### src/rtl/vga_timing_pkg.sv
// Default 640x480@60 VGA timing constants and a small decode helper, shared
// by the sync generator and the downstream pixel generators.
`timescale 1ns/1ps
package vga_timing_pkg;

    localparam int unsigned DEF_H_VIS  = 640;
    localparam int unsigned DEF_H_FP   = 16;
    localparam int unsigned DEF_H_SYNC = 96;
    localparam int unsigned DEF_H_BP   = 48;
    localparam int unsigned DEF_V_VIS  = 480;
    localparam int unsigned DEF_V_FP   = 10;
    localparam int unsigned DEF_V_SYNC = 2;
    localparam int unsigned DEF_V_BP   = 33;

    localparam int unsigned DEF_H_TOT = DEF_H_VIS + DEF_H_FP + DEF_H_SYNC + DEF_H_BP;
    localparam int unsigned DEF_V_TOT = DEF_V_VIS + DEF_V_FP + DEF_V_SYNC + DEF_V_BP;

    localparam int unsigned DEF_H_SYNC_START = DEF_H_VIS + DEF_H_FP;
    localparam int unsigned DEF_H_SYNC_END   = DEF_H_SYNC_START + DEF_H_SYNC - 1;
    localparam int unsigned DEF_V_SYNC_START = DEF_V_VIS + DEF_V_FP;
    localparam int unsigned DEF_V_SYNC_END   = DEF_V_SYNC_START + DEF_V_SYNC - 1;

    // Inclusive range test on a 10-bit screen coordinate.
    function automatic logic in_span(input logic [9:0] pos,
                                     input logic [9:0] first,
                                     input logic [9:0] last);
        return (pos >= first) && (pos <= last);
    endfunction

endpackage

### src/rtl/pixel_tick_div.sv
// Mod-DIV clock divider producing a one-clk pixel tick every DIV clocks.
`timescale 1ns/1ps
module pixel_tick_div #(
    parameter int unsigned DIV = 4
) (
    input  logic clk,
    input  logic reset,
    output logic p_tick
);

    localparam int unsigned W = $clog2(DIV);
    localparam logic [W-1:0] LAST = W'(DIV - 1);
    localparam logic [W-1:0] PRE  = W'(DIV - 2);

    logic [W-1:0] div_cnt;

    // p_tick is registered: it is set on the edge where div_cnt enters DIV-1.
    always_ff @(posedge clk or negedge reset) begin
        if (!reset) begin
            div_cnt <= '0;
            p_tick  <= 1'b0;
        end else begin
            div_cnt <= (div_cnt == LAST) ? '0 : div_cnt + W'(1);
            p_tick  <= (div_cnt == PRE);
        end
    end

endmodule

### src/rtl/vga_sync_gen.sv
// VGA timing generator: pixel/line counters with registered sync and
// blanking decode, all aligned to the registered pixel coordinates.
`timescale 1ns/1ps
module vga_sync_gen
    import vga_timing_pkg::*;
#(
    parameter int unsigned DIV    = 4,
    parameter int unsigned H_VIS  = vga_timing_pkg::DEF_H_VIS,
    parameter int unsigned H_FP   = vga_timing_pkg::DEF_H_FP,
    parameter int unsigned H_SYNC = vga_timing_pkg::DEF_H_SYNC,
    parameter int unsigned H_BP   = vga_timing_pkg::DEF_H_BP,
    parameter int unsigned V_VIS  = vga_timing_pkg::DEF_V_VIS,
    parameter int unsigned V_FP   = vga_timing_pkg::DEF_V_FP,
    parameter int unsigned V_SYNC = vga_timing_pkg::DEF_V_SYNC,
    parameter int unsigned V_BP   = vga_timing_pkg::DEF_V_BP
) (
    input  logic       clk,
    input  logic       reset,
    output logic       p_tick,
    output logic [9:0] pixel_x,
    output logic [9:0] pixel_y,
    output logic       hsync,
    output logic       vsync,
    output logic       video_on,
    output logic       frame_tick
);

    localparam int unsigned H_TOT = H_VIS + H_FP + H_SYNC + H_BP;
    localparam int unsigned V_TOT = V_VIS + V_FP + V_SYNC + V_BP;

    localparam logic [9:0] H_LAST   = 10'(H_TOT - 1);
    localparam logic [9:0] V_LAST   = 10'(V_TOT - 1);
    localparam logic [9:0] H_VIS_W  = 10'(H_VIS);
    localparam logic [9:0] V_VIS_W  = 10'(V_VIS);
    localparam logic [9:0] HS_FIRST = 10'(H_VIS + H_FP);
    localparam logic [9:0] HS_LAST  = 10'(H_VIS + H_FP + H_SYNC - 1);
    localparam logic [9:0] VS_FIRST = 10'(V_VIS + V_FP);
    localparam logic [9:0] VS_LAST  = 10'(V_VIS + V_FP + V_SYNC - 1);

    logic [9:0] h_q, v_q;
    logic [9:0] h_next, v_next;

    pixel_tick_div #(.DIV(DIV)) u_tick_div (
        .clk    (clk),
        .reset  (reset),
        .p_tick (p_tick)
    );

    always_comb begin
        h_next = h_q + 10'd1;
        v_next = v_q;
        if (h_q == H_LAST) begin
            h_next = '0;
            v_next = (v_q == V_LAST) ? '0 : v_q + 10'd1;
        end
    end

    // Decode from the next coordinates so the flags land on the same edge as
    // the counters; video_on stays low over the first pixel after reset.
    always_ff @(posedge clk or negedge reset) begin
        if (!reset) begin
            h_q      <= '0;
            v_q      <= '0;
            hsync    <= 1'b1;
            vsync    <= 1'b1;
            video_on <= 1'b0;
        end else if (p_tick) begin
            h_q      <= h_next;
            v_q      <= v_next;
            hsync    <= !in_span(h_next, HS_FIRST, HS_LAST);
            vsync    <= !in_span(v_next, VS_FIRST, VS_LAST);
            video_on <= (h_next < H_VIS_W) && (v_next < V_VIS_W);
        end
    end

    assign pixel_x    = h_q;
    assign pixel_y    = v_q;
    assign frame_tick = p_tick && (h_q == H_LAST) && (v_q == V_LAST);

endmodule

### config.mk
export PLATFORM = sky130hd
export DESIGN_NAME = vga_sync_gen
export DESIGN_NICKNAME = d
export VERILOG_FILES = /design/src/rtl/vga_timing_pkg.sv /design/src/rtl/pixel_tick_div.sv /design/src/rtl/vga_sync_gen.sv
export SDC_FILE = /design/constraint.sdc
export NUM_CORES = 1
export LEC_CHECK = 0
export BUFFER_PORTS_ARGS = -buffer_cell sky130_fd_sc_hd__buf_4
export CAP_MARGIN = 30
export CORE_ASPECT_RATIO = 0.9
export CORE_MARGIN = 2
export CORE_UTILIZATION = 48
export CTS_CLUSTER_DIAMETER = 200
export CTS_CLUSTER_SIZE = 12
export DETAILED_ROUTE_END_ITERATION = 8
export HOLD_SLACK_MARGIN = 0.08
export PLACE_DENSITY_LB_ADDON = 0.2
export SLEW_MARGIN = 20
export SYNTH_ARGS = -nofsm -noshare
export SYNTH_HDL_FRONTEND = slang
export SYNTH_HIERARCHICAL = 1
export SYNTH_SLANG_ARGS = --single-unit
### constraint.sdc
create_clock -name clk -period 3.15 [get_ports clk]
set_input_delay 0.1575 -clock clk [delete_from_list [all_inputs] [get_ports clk]]
set_output_delay 0.1575 -clock clk [all_outputs]
set_load 0.02 [all_outputs]
# Yosys cells after proc, flatten, opt, wreduce, memory -nomap -nowiden
# Index checks and enable logic that the tools add are counted.
[word_totals]
ff_bits = 26
in_bits = 2
out_inout_bits = 25
word_cells = 31
[op_classes]
addsub = 3
order_cmp = 6
eq_ne = 4
mux = 4
reduce_logical = 7
[ops]
columns = ["cell", "count"]
rows = [
  ["$mux W10", 3],
  ["$add A10 B1 Y10 const B", 2],
  ["$eq A10 B10 Y1 const B", 2],
  ["$ge A10 B10 Y1 const B", 1],
  ["$ge A10 B9 Y1 const B", 1],
  ["$le A10 B10 Y1 const B", 1],
  ["$le A10 B9 Y1 const B", 1],
  ["$lt A10 B10 Y1 const B", 1],
  ["$lt A10 B9 Y1 const B", 1],
  ["$logic_and A1 B1 Y1", 5],
  ["$eq A2 B2 Y1 const B", 2],
  ["$add A2 B1 Y2 const B", 1],
  ["$logic_not A1 Y1", 2],
  ["$mux W2", 1],
]

# Logic depth before layout (Yosys ltp)
[logic_depth]
ltp_word = 6
depth_mapped = 8
ltp_nobuf = 7

# Hierarchy
# Netlist, hierarchy kept.
[by_module_without_submodules]
columns = ["mod", "instances", "cells_each", "area_per_inst_um2", "seq_area_each_um2"]
rows = [
  ["vga_sync_gen", 1, 190, 1631.6, 578.1],
  ["pixel_tick_div", 1, 8, 111.4, 75.1],
]

# Worst setup path after synthesis
# Ideal clock, no wire load.
[synth_timing]
path_type = "register to register"
start = "reg h_q[1] (netlist: pixel_x[1])"
end = "reg video_on"
setup_ns = 0.122
t_arrival_ns = 2.154
required_ns = 3.028
slack_ns = 0.874
stages_incl_launch_ff = 7
path_buffers = 0
synth_period_minus_slack_ns = 2.276
path_cell_list = "dfrtp_1 > ha_1 > and4_1 > nand3_2 > or4_1 > a32o_1 > a32o_1"
[synth_via]
elab_chain_cells = 4
word_cells_on_any_way = 7
classes_between = "1 x add/sub; 2 x order compare; 1 x eq/ne; 2 x mux; 1 x reduce/logical"
[synth_rtl]
columns = ["item", "line_no", "rtl"]
rows = [
  ["from (decl)", "vga_sync_gen.sv:40", "logic [9:0] h_q, v_q;"],
  ["from (signal assigned)", "vga_sync_gen.sv:68", "h_q <= h_next;"],
  ["$add A10 B1 Y10 or $eq A10 B10 Y1 (tied branches)", "vga_sync_gen.sv:50, vga_sync_gen.sv:52", ""],
  ["$mux W10", "vga_sync_gen.sv:52", "if (h_q == H_LAST) begin"],
  ["$lt A10 B10 Y1 or $lt A10 B9 Y1 (tied branches)", "vga_sync_gen.sv:72", "video_on <= (h_next < H_VIS_W) && (v_next < V_VIS_W);"],
  ["$logic_and A1 B1 Y1 (*)", "vga_sync_gen.sv:72", ""],
  ["to (signal assigned)", "vga_sync_gen.sv:72", ""],
  ["to (decl)", "vga_sync_gen.sv:24", "output logic video_on,"],
]
# Every way passes the cells marked *; elsewhere a longest branch is shown, timed or not.
# A chain may end at the register's enable or synchronous reset.

# Worst setup path after layout
[layout_timing]
start = "reg h_q[1] (netlist: pixel_x[1])"
end = "out frame_tick"
[layout_via]
elab_chain_cells = 3
[layout_rtl]
columns = ["item", "line_no", "rtl"]
rows = [
  ["$eq A10 B10 Y1", "vga_sync_gen.sv:78", "assign frame_tick = p_tick && (h_q == H_LAST) && (v_q == V_LAST);"],
  ["$logic_and A1 B1 Y1 (2 in a row)", "vga_sync_gen.sv:78", ""],
  ["to (decl)", "vga_sync_gen.sv:25", "output logic frame_tick"],
]
# Every way passes these cells.

==> results.cfg <==
[clock_tree]
cts_setup_buffers = 0
clkLatencyLatePin_ps = 270
post_cts_resize_count = 0
cts_max_path_buffers = 2
tritoncts_clock_tree = done
ctsHoldBuffers = 1
cts_sinks = 26
cts-buffers-inserted = 3
h-tree-depth = 1
clk_pin_slew_ps = 90
clock_tree_root_buffer_cell = sky130_fd_sc_hd__clkbuf_8

[yosys]
share_of_the_yosys_chip_area_belonging_to_registers_pct = 37.5
dominantRegCellSynth = sky130_fd_sc_hd__dfrtp_1
synthTopCellsByArea = sky130_fd_sc_hd__dfrtp_1 34%, sky130_fd_sc_hd__ha_1 4.3%, sky130_fd_sc_hd__o21ai_0 4.3%
synth_cells = 198
yosysWarningCount = 6
post_synth_edffs = 0
syn-cell-area_um2 = 1740
synth.most_common_cell = sky130_fd_sc_hd__dfrtp_1
synth_cell_types = 51
synth_commonest_cells = 24 x sky130_fd_sc_hd__dfrtp_1, 18 x sky130_fd_sc_hd__nand2_1, 15 x sky130_fd_sc_hd__o21ai_0
synth_top_area_cell = sky130_fd_sc_hd__dfrtp_1
nets_in_the_synthesized_netlist = 206
syn-mean-instance-area_um2 = 8.80
ys_async_sr_fraction_pct = 100
yosys_reg_bits = 26
share_of_yosys_cell_area_claimed_by_the_top_area_cell_type_pct = 34.5

[power]
p_leak_nw = 0.829
sw_frac_of_total_pct = 17.7
power_density_nw_per_um2 = 306
power_switching_uw = 108
highest_ir_drop_seen_on_vdd_uv = 221
p_clk_share_pct = 44.3
seq_power_share_pct = 54.4
power.share.combinational_pct = 1.3
internal-power_uw = 505
power.total_uw = 614

[floorplanning]
core-area_um2 = 3430
num_io_pins = 27
die_y_um = 61.2
die_x_um = 67.5
initial_utilization_pct = 50.8
fp.dieArea_um2 = 4130
core.rowCount = 20

[route]
detailedRoute.firstPassIterationCount = 4
drt-total-wl_um = 3780
remaining_antenna_violation_count = 0
vias = 1555
drt_iter0_markers = 96
post_drt_wl_per_cell_um = 14.5
vias_per_cell = 5.98
remaining_drc_errors = 0

[grt]
grt_antenna_before_repair = 0
met2_usage_pct = 30.7
gr-usage-all-layers_pct = 19.7
number_of_global_route_vias_before_repair = 1332
grt_overflow = 0
grt_util_met1_pct = 28.6
grt_start_max_net_pins = 27
grt_first_pass_wirelength_um = 6180
grt.busiest_layer = met2
grt_util_met3_pct = 4.39

[sta]
grt_setup_unrepaired = false
finalClockSkew_ps = 9.74
worst_hold_slack_ps = 325
setup-violations-final = 0
final_period_minus_worst_setup_slack_ps = 2490
worstMarginPinSlew_ps = 561
timing.final.ws_setup_ps = 665
final_hold_viol_count = 0
fmaxAchievable_mhz = 402
share_of_the_clock_period_used_by_the_worst_path_after_layout_pct = 78.9
max_slew_margin_pct = 62.6
maxSlewViolCount = 0
setup_tns_ps = 0

[setup_path]
reg2reg_from = pixel_x[1]
maximum_fanout_count_along_the_critical_path = 15
crit_path_start_kind = flip-flop
crit_arrival_ps = 2330
kind_of_critical_path = flip-flop to primary output
worst-r2r-setup-slack_ps = 800
ff_to_ff_path_depth = 6
timing.rr.end = pixel_y[8]
crit_path_end_kind = primary output
crit_required_ps = 2990

[flow_run]
max_cap_violations = 0

[final_layout]
fin_nets = 225
post-route-cell-area_um2 = 2010
layoutNonFillerInstCount = 260
antenna_cells_inserted = 0
postLayoutCoreUtil_pct = 58.6
drive_gt1_share_pct = 18.1
area_delta_synth_final_pct = 15.2
filler_cell_count = 322

[hold_path]
holdCritPathClass = primary input to async pin

[placement]
place_ws_ps = 832
detailed_place_hpwl_um = 2790
placedInstanceArea_um2 = 1930
port_buffers = 26
gp_congestion = 0.971
place_inst = 255

[run_status]
result_of_the_run = complete, no violations
placed cells by master (no fill, tap or decap), types with 3 or more instances in the layout:
master / instances
sky130_fd_sc_hd__buf_4: 26
sky130_fd_sc_hd__dfrtp_1: 24
sky130_fd_sc_hd__mux2i_1: 3
sky130_fd_sc_hd__nor2b_1: 3
sky130_fd_sc_hd__inv_1: 10
sky130_fd_sc_hd__and2_1: 6
sky130_fd_sc_hd__o21ai_0: 15
sky130_fd_sc_hd__nand2_1: 18
sky130_fd_sc_hd__nor4_1: 4
sky130_fd_sc_hd__o31ai_1: 6
sky130_fd_sc_hd__ha_1: 6
sky130_fd_sc_hd__nand3_1: 12
sky130_fd_sc_hd__or4_1: 3
sky130_fd_sc_hd__or3_1: 3
sky130_fd_sc_hd__xnor2_1: 3
sky130_fd_sc_hd__a21oi_1: 6
sky130_fd_sc_hd__xor2_1: 4
sky130_fd_sc_hd__nand4_1: 4
sky130_fd_sc_hd__clkbuf_8: 3
sky130_fd_sc_hd__nor2_1: 14
sky130_fd_sc_hd__a211oi_1: 4
sky130_fd_sc_hd__nor3_1: 4
how the worst max path moves through the flow:
| stage | cells past startpoint | startpoint | to |
|---|---|---|---|
| CTS | 6 | pixel_x[1] | frame_tick |
| finish | 6 | pixel_x[1] | frame_tick |
| global route | 6 | pixel_x[1] | frame_tick |
| floorplan | 6 | pixel_x[1] | video_on |
| global placement | 6 | pixel_x[1] | video_on |
| detailed placement | 6 | pixel_x[1] | pixel_y[8] |
layout make-up:
class | instances | area, um2 | area share, %
clock inverter | 1 | 30.0 | 1.50
tap | 44 | 55.1 | 2.74
clock buffer | 3 | 41.3 | 2.06
inverter | 10 | 37.5 | 1.87
multi-input combinational | 149 | 986 | 49.1
timing repair buffer | 27 | 205 | 10.2
sequential | 26 | 653 | 32.5
sequential cells by signal (all words and copies together), names as in the netlist:
name / count
video_on: 1
pixel_x: 10
u_tick_div/div_cnt: 2
hsync: 1
u_tick_div/p_tick: 1
pixel_y: 10
vsync: 1
metal layers:
metal  share of wire, %  vias up  wire [um]
met1                 49      745       1860
met4               0.56        0         21
met5                  0        -          0
met3                4.5        5        170
li1                   -      761          -
met2                 46       44       1730
worst max-delay path: stages, from the launching register on:
cell                      delay, ps
sky130_fd_sc_hd__dfrtp_1        440
sky130_fd_sc_hd__ha_1           280
sky130_fd_sc_hd__nand4_1        340
sky130_fd_sc_hd__nor3_4         430
sky130_fd_sc_hd__nand2_2        250
sky130_fd_sc_hd__nor2_1         160
sky130_fd_sc_hd__buf_4          160
power groups by stage:
stage / clock network (mW) / logic [mW] / registers (mW)
after CTS: 0.284 / 0.00879 / 0.334
after detailed placement: 0 / 0.00785 / 0.340
after global placement: 0 / 0.00761 / 0.340
final: 0.272 / 0.00809 / 0.334
after global routing: 0.294 / 0.00965 / 0.334
after floorplan: 0 / 0.000000361 / 0.340
logic make-up (layout without fill, tap and decap cells):
group	Yosys count	in the layout	synth area share (%)
DFF	26	26	37.5
muxes	3	3	1.72
and+or+nand+nor	85	85	28.4
adders and majority gates	6	6	4.31
buffers and inverters	23	41	5.96
AOI/OAI and AO/OA	48	48	18.7
xor gates and xnor gates	7	7	3.52
No activity file was read; power rests on OpenSTA's default activity.
